===== src/rtl/qlm_dot_acc_if.sv =====
// Stream bundle between the log multiplier, the dot-product accumulator and its consumer.
// master: the environment driving products in and taking the result out.
// slave : the accumulator itself.
interface qlm_dot_acc_if #(
  parameter int unsigned ACC_W = 40
) ();

  logic             in_valid;
  logic             in_ready;
  logic [31:0]      in_prod;
  logic             out_valid;
  logic             out_ready;
  logic [ACC_W-1:0] out_sum;
  logic             out_ovf;

  modport master (
    output in_valid,
    output in_prod,
    output out_ready,
    input  in_ready,
    input  out_valid,
    input  out_sum,
    input  out_ovf
  );

  modport slave (
    input  in_valid,
    input  in_prod,
    input  out_ready,
    output in_ready,
    output out_valid,
    output out_sum,
    output out_ovf
  );

endinterface


===== src/rtl/qlm_dot_acc.sv =====
// Dot-product accumulator for the 16x16 approximate log multiplier.
// Takes ones'-complement signed 32-bit products, fixes them up to two's complement with a carry-in,
// and sums a run of len products into an ACC_W-bit signed result.
// Optional build macro: QLM_ACC_SAT_EN (saturate on overflow instead of wrapping).
module qlm_dot_acc #(
  parameter int unsigned ACC_W = 40,
  parameter int unsigned LEN_W = 8
) (
  input  logic             clk,
  input  logic             rst,
  input  logic             start,
  input  logic [LEN_W-1:0] len,
  qlm_dot_acc_if.slave     bus,
  output logic             busy
);

  typedef enum logic [1:0] {StIdle, StAcc, StDone} state_e;

  state_e           state_q, state_d;
  logic [LEN_W-1:0] len_q, len_d;
  logic [LEN_W-1:0] cnt_q, cnt_d;
  logic [ACC_W-1:0] acc_q, acc_d;
  logic [ACC_W-1:0] sum_q, sum_d;
  logic             ovf_q, ovf_d;
  logic             valid_q, valid_d;
  logic             busy_q, busy_d;

  logic [ACC_W-1:0] addend;
  logic [ACC_W-1:0] raw_sum;
  logic             beat_ovf;
  logic [ACC_W-1:0] acc_next;

  // Two's-complement value of the current product plus the signed add and its overflow.
  // ACC_W >= 33 means sext(p) + p[31] can never itself overflow.
  always_comb begin
    addend   = {{(ACC_W-32){bus.in_prod[31]}}, bus.in_prod} + {{(ACC_W-1){1'b0}}, bus.in_prod[31]};
    raw_sum  = acc_q + addend;
    beat_ovf = (acc_q[ACC_W-1] == addend[ACC_W-1]) && (raw_sum[ACC_W-1] != acc_q[ACC_W-1]);
`ifdef QLM_ACC_SAT_EN
    if (beat_ovf) begin
      // Both operands share a sign on overflow, so acc_q's sign picks the rail.
      acc_next = acc_q[ACC_W-1] ? {1'b1, {(ACC_W-1){1'b0}}} : {1'b0, {(ACC_W-1){1'b1}}};
    end else begin
      acc_next = raw_sum;
    end
`else
    acc_next = raw_sum;
`endif
  end

  // Next-state and next-output decode of the run controller.
  always_comb begin
    state_d = state_q;
    len_d   = len_q;
    cnt_d   = cnt_q;
    acc_d   = acc_q;
    sum_d   = sum_q;
    ovf_d   = ovf_q;
    unique case (state_q)
      StIdle: begin
        if (start) begin
          len_d = len;
          cnt_d = '0;
          acc_d = '0;
          ovf_d = 1'b0;
          if (len == '0) begin
            state_d = StDone;
            sum_d   = '0;
          end else begin
            state_d = StAcc;
          end
        end
      end
      StAcc: begin
        if (bus.in_valid) begin
          acc_d = acc_next;
          cnt_d = cnt_q + LEN_W'(1);
          ovf_d = ovf_q | beat_ovf;
          if (cnt_d == len_q) begin
            state_d = StDone;
            sum_d   = acc_next;
          end
        end
      end
      StDone: begin
        if (bus.out_ready) begin
          state_d = StIdle;
        end
      end
      default: state_d = StIdle;
    endcase
    valid_d = (state_d == StDone);
    busy_d  = (state_d != StIdle);
  end

  // State and registered outputs; reset discards any partial run.
  always_ff @(posedge clk or posedge rst) begin
    if (rst) begin
      state_q <= StIdle;
      len_q   <= '0;
      cnt_q   <= '0;
      acc_q   <= '0;
      sum_q   <= '0;
      ovf_q   <= 1'b0;
      valid_q <= 1'b0;
      busy_q  <= 1'b0;
    end else begin
      state_q <= state_d;
      len_q   <= len_d;
      cnt_q   <= cnt_d;
      acc_q   <= acc_d;
      sum_q   <= sum_d;
      ovf_q   <= ovf_d;
      valid_q <= valid_d;
      busy_q  <= busy_d;
    end
  end

  assign bus.in_ready  = (state_q == StAcc);
  assign bus.out_valid = valid_q;
  assign bus.out_sum   = sum_q;
  assign bus.out_ovf   = ovf_q;
  assign busy          = busy_q;

endmodule


===== src/flat_wrapper.sv =====
// flat-port wrapper written by rule: the top's interface ports become plain ports
module qlm_dot_acc_flat 
#(
  parameter int unsigned ACC_W = 40,
  parameter int unsigned LEN_W = 8
)
  (clk, rst, start, len, busy, bus_in_valid, bus_in_prod, bus_out_ready, bus_in_ready, bus_out_valid, bus_out_sum, bus_out_ovf);
  qlm_dot_acc_if #(.ACC_W(ACC_W)) bus_i ();
  input  logic clk;
  input  logic rst;
  input  logic start;
  input  logic [LEN_W-1:0] len;
  output logic busy;
  input wire logic [$bits(bus_i.in_valid)-1:0] bus_in_valid;
  input wire logic [$bits(bus_i.in_prod)-1:0] bus_in_prod;
  input wire logic [$bits(bus_i.out_ready)-1:0] bus_out_ready;
  output wire logic [$bits(bus_i.in_ready)-1:0] bus_in_ready;
  output wire logic [$bits(bus_i.out_valid)-1:0] bus_out_valid;
  output wire logic [$bits(bus_i.out_sum)-1:0] bus_out_sum;
  output wire logic [$bits(bus_i.out_ovf)-1:0] bus_out_ovf;
  assign bus_i.in_valid = bus_in_valid;
  assign bus_i.in_prod = bus_in_prod;
  assign bus_i.out_ready = bus_out_ready;
  assign bus_in_ready = bus_i.in_ready;
  assign bus_out_valid = bus_i.out_valid;
  assign bus_out_sum = bus_i.out_sum;
  assign bus_out_ovf = bus_i.out_ovf;
  qlm_dot_acc #(.ACC_W(ACC_W), .LEN_W(LEN_W)) u_core (.clk(clk), .rst(rst), .start(start), .len(len), .bus(bus_i), .busy(busy));
endmodule

===== config.mk =====
export PLATFORM = sky130hd
export DESIGN_NAME = qlm_dot_acc_flat
export DESIGN_NICKNAME = d
export VERILOG_FILES = /design/src/rtl/qlm_dot_acc_if.sv /design/src/rtl/qlm_dot_acc.sv /design/src/flat_wrapper.sv
export SDC_FILE = /design/constraint.sdc
export NUM_CORES = 1
export LEC_CHECK = 0
export BUFFER_PORTS_ARGS = -buffer_cell sky130_fd_sc_hd__buf_2
export CAP_MARGIN = 20
export CORE_ASPECT_RATIO = 0.5
export CORE_MARGIN = 2
export CORE_UTILIZATION = 43
export DETAILED_ROUTE_END_ITERATION = 6
export GPL_TIMING_DRIVEN = 0
export PLACE_DENSITY_LB_ADDON = 0.15
export SLEW_MARGIN = 20
export SYNTH_ARGS = -nofsm -noshare
export SYNTH_HDL_FRONTEND = slang
export SYNTH_SLANG_ARGS = --single-unit

===== constraint.sdc =====
create_clock -name clk -period 3.9 [get_ports clk]
set_input_delay 0.78 -clock clk [delete_from_list [all_inputs] [get_ports clk]]
set_output_delay 0.78 -clock clk [all_outputs]
set_load 0.02 [all_outputs]

=== Word-level counts from Yosys, hierarchy flattened ===
Cells that the tools add are included.

* Register bits: 101
* Output and inout port bits: 44
* Bits of input ports: 45

* Add/sub/neg operators: 3
* Eq/ne operators: 10
* Bitwise logic cells: 1
* Reductions and logical operators: 8
* Multiplexer cells: 20

{| class="wikitable"
|+ Operators by type and width
! operator !! number
|-
| $mux W40 || 6
|-
| $pmux W40 S2 || 2
|-
| $add A40 B40 Y40 || 1
|-
| $add A32 B2 Y33 || 1
|-
| $mux W8 || 2
|-
| $pmux W8 S2 || 1
|-
| $mux W2 || 5
|-
| $add A8 B1 Y8 const B || 1
|-
| $eq A8 B8 Y1 || 1
|-
| $logic_not A8 Y1 || 1
|-
| $pmux W2 S3 || 1
|-
| $reduce_and A5 Y1 || 1
|-
| $eq A2 B2 Y1 const B || 2
|-
| $ne A2 B1 Y1 const B || 2
|-
| $ne A2 B2 Y1 const B || 2
|-
| $reduce_bool A2 Y1 || 2
|-
| $reduce_and A3 Y1 || 1
|-
| $eq A2 B1 Y1 const B || 1
|-
| $logic_not A2 Y1 || 1
|-
| $mux W1 || 2
|-
| $pmux W1 S2 || 1
|-
| $reduce_and A2 Y1 || 1
|-
| $eq A1 B1 Y1 || 1
|-
| $logic_and A1 B1 Y1 || 1
|-
| other kinds (2) || 2
|}

=== Longest topological paths before layout ===
Gate-level depths: netlist of the first run.

* Word-level depth: 7
* Mapped depth: 18
* Mapped depth without buffers: 17

=== Least setup slack after synthesis of the first run ===
OpenSTA, ideal clock, no wires.

* Path kind: input port to flip-flop
* Start: input bus_in_prod[0]
* End: register u_core.acc_q[39]
* Path slack: -388 ps
* Path buffers: 0
* Stages on the path: 17
* Setup time: 78 ps
* Data arrival time: 4211 ps
* Cell sequence: ha_1 -> ha_1 -> nand2_1 -> or4_4 -> and2b_2 -> nand2_1 -> xnor2_1 -> ha_1 -> nand2_1 -> o21ai_1 -> nor4_1 -> and2_1 -> nor3_1 -> a221oi_2 -> or3_4 -> a31o_1 -> a21oi_1

* Cells in the longest elaborated chain, start to end: 4

{| class="wikitable"
|+ Ends and longest elaborated chain
! element !! line !! RTL
|-
| from (decl) || flat_wrapper.sv:15 || <nowiki>input wire logic [$bits(bus_i.in_prod)-1:0] bus_in_prod;</nowiki>
|-
| $add A32 B2 Y33 || qlm_dot_acc.sv:36 || <nowiki>addend = {{(ACC_W-32){bus.in_prod[31]}}, bus.in_prod} + {{(ACC_W-1){1'b0}}, bus.in_prod[31]};</nowiki>
|-
| $add A40 B40 Y40 || qlm_dot_acc.sv:37 || <nowiki>raw_sum = acc_q + addend;</nowiki>
|-
| $mux W40 || qlm_dot_acc.sv:75 || <nowiki>if (bus.in_valid) begin</nowiki>
|-
| $pmux W40 S2 || qlm_dot_acc.sv:59 || <nowiki>unique case (state_q)</nowiki>
|-
| to (signal assigned) || qlm_dot_acc.sv:102 || <nowiki>acc_q <= '0;</nowiki>
|-
| to (signal assigned) || qlm_dot_acc.sv:111 || <nowiki>acc_q <= acc_d;</nowiki>
|-
| to (decl) || qlm_dot_acc.sv:22 || <nowiki>logic [ACC_W-1:0] acc_q, acc_d;</nowiki>
|}

No other way between the ends. The select of a mux whose other input is x is not followed.
A chain may end at the register's enable or synchronous reset.

=== Final worst setup path of the first run ===
Ends and elaborated chain as after synthesis.

==> impl_metrics.yaml, run 1 <==
grt:
  antenna_violations_before_repair: 0
  track_usage: 0.252
  grt_pass1_vias: 6166
  grt_start_max_net_pins: 55
  first_pass_grt_wire_length_um: 32800
  grt.overflow.total: 0
clock_tree:
  clock_insertion_delay_worst_skew_ns: 0.37
  cts_num_sinks: 101
  cts_htree_levels: 3
  clockBufferDepth: 2
  cts_root_buffer: "clkbuf_16"
  tritoncts.num_buffers: 9
  clk_pin_slew_worst_paths_ns: 0.09
  cts_tree: "done"
critical_path:
  path_cells: "buf_8 -> ha_4 -> ha_4 -> nand2_4 -> or4_4 -> and2b_2 -> nand2_2 -> xnor2_2 -> ha_4 -> nand2_4 -> o21ai_4 -> nor4_2 -> and2_4 -> nor3_4 -> a221oi_4 -> buf_4 -> or3_4 -> a31o_1 -> a21oi_2"
  r2r-start: "u_core.acc_q[0]$_DFFE_PP0P_"
  path_class: "in -> reg"
  crit_path_max_incr_delay_ns: 0.60
  cp.required_ns: 4.20
  worst_setup_start_kind: "input pin"
  worstSetupEndpointType: "register"
  critical-path-top-cell-by-count: "ha_4"
  slowest_cell_on_crit_path: "or4_4"
  regToRegEndpoint: "u_core.acc_q[32]$_DFFE_PP0P_"
  rrSetupSlack_ns: 0.73
  r2r.worst_path.cells: 12
  worst-endpoint-arrival_ns: 4.30
  critical_path_peak_fanout: 4
synth:
  synth_cell_types: 68
  synthMuxAreaShare: 0.00601
  yosys.area.top_type_share: 0.368
  dominant_combinational_cell_family_by_area_after_synthesis: "compound AO/OA/AOI/OAI gates"
  netlist_area_sq_um: 6870
  synth-xor-area-share: 0.0986
  synthTopCellsByArea: "dfrtp_1 37%, nand2_1 9.0%, ha_1 7.8%"
  sequential_share_of_the_synthesized_area: 0.368
  synth.avg_cell_area_sq_um: 8.55
  post_synth_and_or_nand_nor_area_fraction: 0.207
  syn-num-nets: 892
  yosysTopAreaCell: "dfrtp_1"
  async_reset_ff_frac: 1.00
  synth_ff_type: "dfrtp_1"
  post_synth_fa_ha_maj_area_fraction: 0.0813
  yosys_warnings: 0
  synth_edf_count: 0
  syn-instance-count: 803
  synth_compound_area_frac: 0.213
  synth-seq-cells: 101
routing:
  post_drt_wl_per_cell_um: 18.6
  drt-total-wl_um: 21000
  ant_nets: 0
  route.detailed.drc: 0
  dr.pass1.iters: 5
  routed-via-count: 6357
  post_drt_via_cell_ratio: 5.64
  detailedRoute.firstIterationViolations: 376
layout:
  nets: 1008
  leading_cell_type_in_the_layout_fill_and_taps_excluded: "nand2_1"
  layout_common_cells: "160 x nand2_1, 101 x dfrtp_1, 78 x buf_2"
  fin_area_sq_um: 8610
  layout_cell_share_with_drive_strength_beyond_1: 0.235
  area_growth_syn_to_layout_pct: 25.4
  stdcell_count: 1128
  antenna_cells: 0
timing:
  setup_ws_ns: -0.102
  hold_violations: 0
  report.final.setup_viol: 7
  finalWorstPathRequiredPeriod_ns: 4.00
  timing.final.crit_share: 1.03
  tns_ns: -0.370
  worst_slew_pin_slew_ns: 0.779
  fmax_ghz: 0.250
  clock-skew-final_ns: 0.0143
  setup_repair_after_global_routing_missed_its_margin: "yes"
  slew_violations: 0
  worst_slew_margin_rel: 0.481
place:
  place_ws_ns: -1.24
  gp_congestion: 0.892
  port_buffer_count: 87
  place_area_sq_um: 7630
  dp.cells: 1095
  dp_hpwl_um: 15700
outcome:
  outcome: "complete, but fails checks"
  failing_checks: "setup timing"
floorplanning:
  die_h_um: 93.4
  placeableCoreArea_sq_um: 15500
  core.rowCount: 32
  design.die.area_sq_um: 17100
  dieWidth_um: 183
  number_of_ports_placed_on_the_die_boundary: 89
  start_util: 0.443
power:
  ir_drop_v: 0.000330
  power.total_mw: 6.78
  power.leakage_nw: 3.95
  p_per_area_nw_per_um2: 787
run:
  max_capacitance_violation_total: 0
min_path:
  hp-class: "in -> async"
-- worst max path at each step --
stage,start,endpoint,slack (ns),cells past startpoint
6_report,bus_in_prod[0],u_core.acc_q[39]$_DFFE_PP0P_,-0.10,19
5_1_grt,bus_in_prod[0],u_core.bus.out_sum[39]$_DFFE_PP0P_,-0.24,18
4_1_cts,bus_in_prod[31],u_core.bus.out_sum[39]$_DFFE_PP0P_,-0.20,18
3_5_place_dp,bus_in_prod[31],u_core.bus.out_sum[39]$_DFFE_PP0P_,-1.24,18
3_3_place_gp,bus_in_prod[31],u_core.bus.out_sum[39]$_DFFE_PP0P_,-1.20,17
2_1_floorplan,bus_in_prod[3],u_core.bus.out_sum[39]$_DFFE_PP0P_,-0.20,16
-- power breakdown --
part / total (mW) / internal, mW / leakage [nW] / switching [mW]
Clock: 0.954 / 0.461 / 0.151 / 0.493
Combinational: 4.09 / 1.61 / 2.51 / 2.49
Sequential: 1.73 / 1.46 / 1.30 / 0.275
-- state kept, by name, indices dropped and copies added, names as in the netlist --
register and flops:
u_core.state_q 2, u_core.cnt_q 8, u_core.bus.out_ovf 1, u_core.acc_q 40
u_core.bus.out_sum 40, u_core.bus.out_valid 1, u_core.busy 1, u_core.len_q 8
-- critical path: cells and delay by family --
kind | cells | cell delay (ns)
fa+ha+maj | 3 | 0.59
compound gates | 4 | 0.67
simple gates | 9 | 1.86
buf+inv | 2 | 0.24
xor+xnor | 1 | 0.15
-- synth_stat cells, drive strengths merged, types with 2 or more instances --
cell type and instances:
o211ai 3, o21a 7, nor2b 4, mux2i 3, nand2b 6, a211oi 7
nor2 35, nor4 3, a41oi 2, nand4 11, and2 6, nand2 165
o31ai 31, a21oi 46, a211o 2, and4 8, a31o 2, dfrtp 101
o21ai 79, nand3 24, xnor2 46, a221oi 3, o21bai 3, a221o 3
nor3 13, and3 10, nand3b 3, a22o 3, a21o 22, or4 3
xnor3 2, a31oi 5, or3 5, or2 3, inv 14, clkbuf 33
a311oi 2, xor2 26, ha 43
-- layout make-up --
| type | instances | area, sq um |
|---|---|---|
| well taps | 204 | 255 |
| inverters | 14 | 60.1 |
| flip-flops and latches | 101 | 2530 |
| repair buffers | 111 | 693 |
| plain buffers | 28 | 108 |
| clock buffers | 9 | 225 |
| fillers | 1457 | 6880 |
| multi-input cells | 654 | 4660 |
| clock inverters | 7 | 86.3 |
-- layer usage --
metal	up-vias	global-route usage	wire length, um
met5	-	0	0
met4	0	0.0645	391
met3	20	0.0526	1070
met2	131	0.402	9340
met1	3091	0.350	10100
li1	3115	-	-
-- metrics by stage --
| stage | util | hold WS [ns] |
|---|---|---|
| after floorplan | - | 0.447 |
| after global placement | 0.490 | 0.463 |
| after global routing | 0.556 | 0.473 |
| after CTS | 0.537 | 0.462 |
| final | 0.556 | 0.440 |
| after detailed placement | 0.492 | 0.472 |
-- kinds of logic after synthesis --
kind of cell    count (synthesis)
compound gates                229
xor+xnor                       74
fa+ha+maj                      44
buf+inv                        48
flops                         101
mux                             4
simple gates                  303
-- what timing repair did --
| action | CTS | global route |
|---|---|---|
| resized for setup | 55 | 55 |
| endpoints found under the setup margin | 38 | 34 |
| hold buffers | 0 | 0 |
| pin swaps | 24 | 30 |
| buffers inserted | 20 | 3 |
No activity file was read; power rests on OpenSTA's default activity.
==> inputs of run 2 (changes only) <==
Settings changed: MAX_ROUTING_LAYER from default to met4.
==> run 2 against run 1 <==
Net effect: the run still ends with setup timing left; critical path depth is 1 higher; register-to-register slack about the same; cell count up 1.2%; sequential share of layout area down 0.99 points; global-route usage up 0.65 points; total power rose by 5.1%; first-iteration DRC count fell by 13%; clock skew is essentially flat; critical path type unchanged.
==> impl_metrics.yaml, run 2 (same netlist as run 1, synthesis figures left out) <==
grt:
  grt_start_max_net_pins: 52
  first_pass_grt_wire_length_um: 32800
  grt_pass1_vias: 6055
  track_usage: 0.258
  antenna_violations_before_repair: 0
  grt.overflow.total: 0
outcome:
  failing_checks: "setup timing"
  outcome: "complete, but fails checks"
routing:
  routed-via-count: 6348
  post_drt_wl_per_cell_um: 18.5
  dr.pass1.iters: 4
  route.detailed.drc: 0
  ant_nets: 0
  post_drt_via_cell_ratio: 5.56
  drt-total-wl_um: 21100
  detailedRoute.firstIterationViolations: 329
clock_tree:
  clockBufferDepth: 2
  cts_htree_levels: 3
  cts_root_buffer: "clkbuf_16"
  cts_num_sinks: 101
  cts_tree: "done"
  cts.hold.buffers_added: 0
  clock_insertion_delay_worst_skew_ns: 0.37
  clk_pin_slew_worst_paths_ns: 0.08
  tritoncts.num_buffers: 9
power:
  power.total_mw: 7.13
  power.switching_fraction: 0.471
  internal_cell_power_mw: 3.77
  ir_drop_v: 0.000356
  comb_power_share: 0.617
  power.leakage_nw: 4.09
  seq_power_share: 0.243
  power_switching_mw: 3.36
  share_clk_of_total_power: 0.139
  p_per_area_nw_per_um2: 800
layout:
  stdcell_count: 1142
  utilization: 0.575
  leading_cell_type_in_the_layout_fill_and_taps_excluded: "nand2_1"
  layout_cell_share_with_drive_strength_beyond_1: 0.257
  area_growth_syn_to_layout_pct: 29.7
  antenna_cells: 0
  layout_common_cells: "159 x nand2_1, 101 x dfrtp_1, 76 x buf_2"
  fillerInstances: 1442
  nets: 1022
  fin_area_sq_um: 8910
critical_path:
  r2r-start: "u_core.acc_q[0]$_DFFE_PP0P_"
  path_class: "in -> reg"
  worstSetupEndpointType: "register"
  worst_setup_start_kind: "input pin"
  launching_element_of_the_worst_setup_path: "bus_in_prod[31]"
  worst-endpoint-arrival_ns: 4.40
  crit_path_max_incr_delay_ns: 0.56
  critical_path_peak_fanout: 4
  slowest_cell_on_crit_path: "or4_4"
  path_cells: "buf_12 -> ha_4 -> ha_4 -> nand2_4 -> or4_4 -> and2b_2 -> nand2_4 -> xnor2_4 -> ha_4 -> nand2_4 -> o21ai_4 -> nor4_2 -> and2_4 -> nor3_4 -> a221oi_4 -> buf_6 -> buf_6 -> or3_4 -> a31o_1 -> a21oi_2"
  cp.required_ns: 4.19
timing:
  setup_repair_after_global_routing_missed_its_margin: "yes"
  slew_violations: 0
  setup_ws_ns: -0.211
  worst_slew_margin_rel: 0.492
  finalWorstPathRequiredPeriod_ns: 4.11
  clock-skew-final_ns: 0.0145
  worst_slew_pin_slew_ns: 0.761
  report.final.setup_viol: 8
  timing.final.crit_share: 1.05
  fmax_ghz: 0.243
  hold_violations: 0
  hold_ws_ns: 0.454
  tns_ns: -0.492
floorplanning:
  die_h_um: 93.4
  number_of_ports_placed_on_the_die_boundary: 89
  placeableCoreArea_sq_um: 15500
  start_util: 0.443
  design.die.area_sq_um: 17100
  dieWidth_um: 183
  core.rowCount: 32
place:
  dp.cells: 1095
  place_area_sq_um: 7630
  dp_hpwl_um: 15700
  port_buffer_count: 87
  place_ws_ns: -1.29
  gp_congestion: 0.901
min_path:
  hp-class: "in -> async"
run:
  max_capacitance_violation_total: 0
==> run 2: cell types whose count changed in the layout (fill, tap and decap cells not counted), sizes merged <==
cell,delta
buf,+17
clkbuf,-3
clkinv,-2
bufinv,+1
clkinvlp,+1
==> run 2: critical path, delay by kind of cell <==
kind,cells,cell delay (ns)
compound gates,4,0.70
xor+xnor,1,0.13
simple gates,9,1.86
buf+inv,3,0.34
fa+ha+maj,3,0.60
==> run 2: routing by layer <==
| layer | vias to the layer above | share of wire | global-route usage |
|---|---|---|---|
| li1 | 3148 | - | - |
| met1 | 3078 | 0.50 | 0.361 |
| met2 | 111 | 0.46 | 0.400 |
| met3 | 11 | 0.039 | 0.0448 |
| met4 | 0 | 0.0054 | 0.0464 |
| met5 | - | 0 | - |
==> run 2: cell type report <==
class / count / area, sq um / area share
multi-input cells: 654 / 4790 / 0.538
flip-flops and latches: 101 / 2530 / 0.284
repair buffers: 127 / 863 / 0.0969
well taps: 204 / 255 / 0.0286
clock buffers: 9 / 225 / 0.0253
plain buffers: 26 / 98.8 / 0.0111
clock inverters: 7 / 90.1 / 0.0101
inverters: 14 / 60.1 / 0.00674
==> run 2: repair_timing <==
action,CTS,global route
hold endpoints to repair,0,0
setup endpoints to repair,40,33
resized for setup,69,70
pin swaps,24,37
cloned,0,0
buffers inserted,24,17
==> run 2: power groups by stage <==
stage | combinational [mW] | clock (mW) | sequential, mW
after floorplan | 2.47 | 0 | 1.84
after global placement | 3.57 | 0 | 1.73
after detailed placement | 3.62 | 0 | 1.74
after CTS | 3.97 | 1.01 | 1.73
after global routing | 4.81 | 1.05 | 1.79
final | 4.40 | 0.993 | 1.73
==> run 2: worst paths after layout <==
check,endpoint,slack [ns],cells past startpoint
worst max-delay path,u_core.acc_q[39]$_DFFE_PP0P_,-0.21,20
worst min-delay path,u_core.bus.out_sum[30]$_DFFE_PP0P_,0.45,2
worst max register to register,u_core.acc_q[32]$_DFFE_PP0P_,0.73,13
worst min register to register,u_core.bus.out_sum[6]$_DFFE_PP0P_,0.48,2
max in group asynchronous,u_core.acc_q[17]$_DFFE_PP0P_,2.81,3
min in group clk,u_core.bus.out_sum[6]$_DFFE_PP0P_,0.48,2
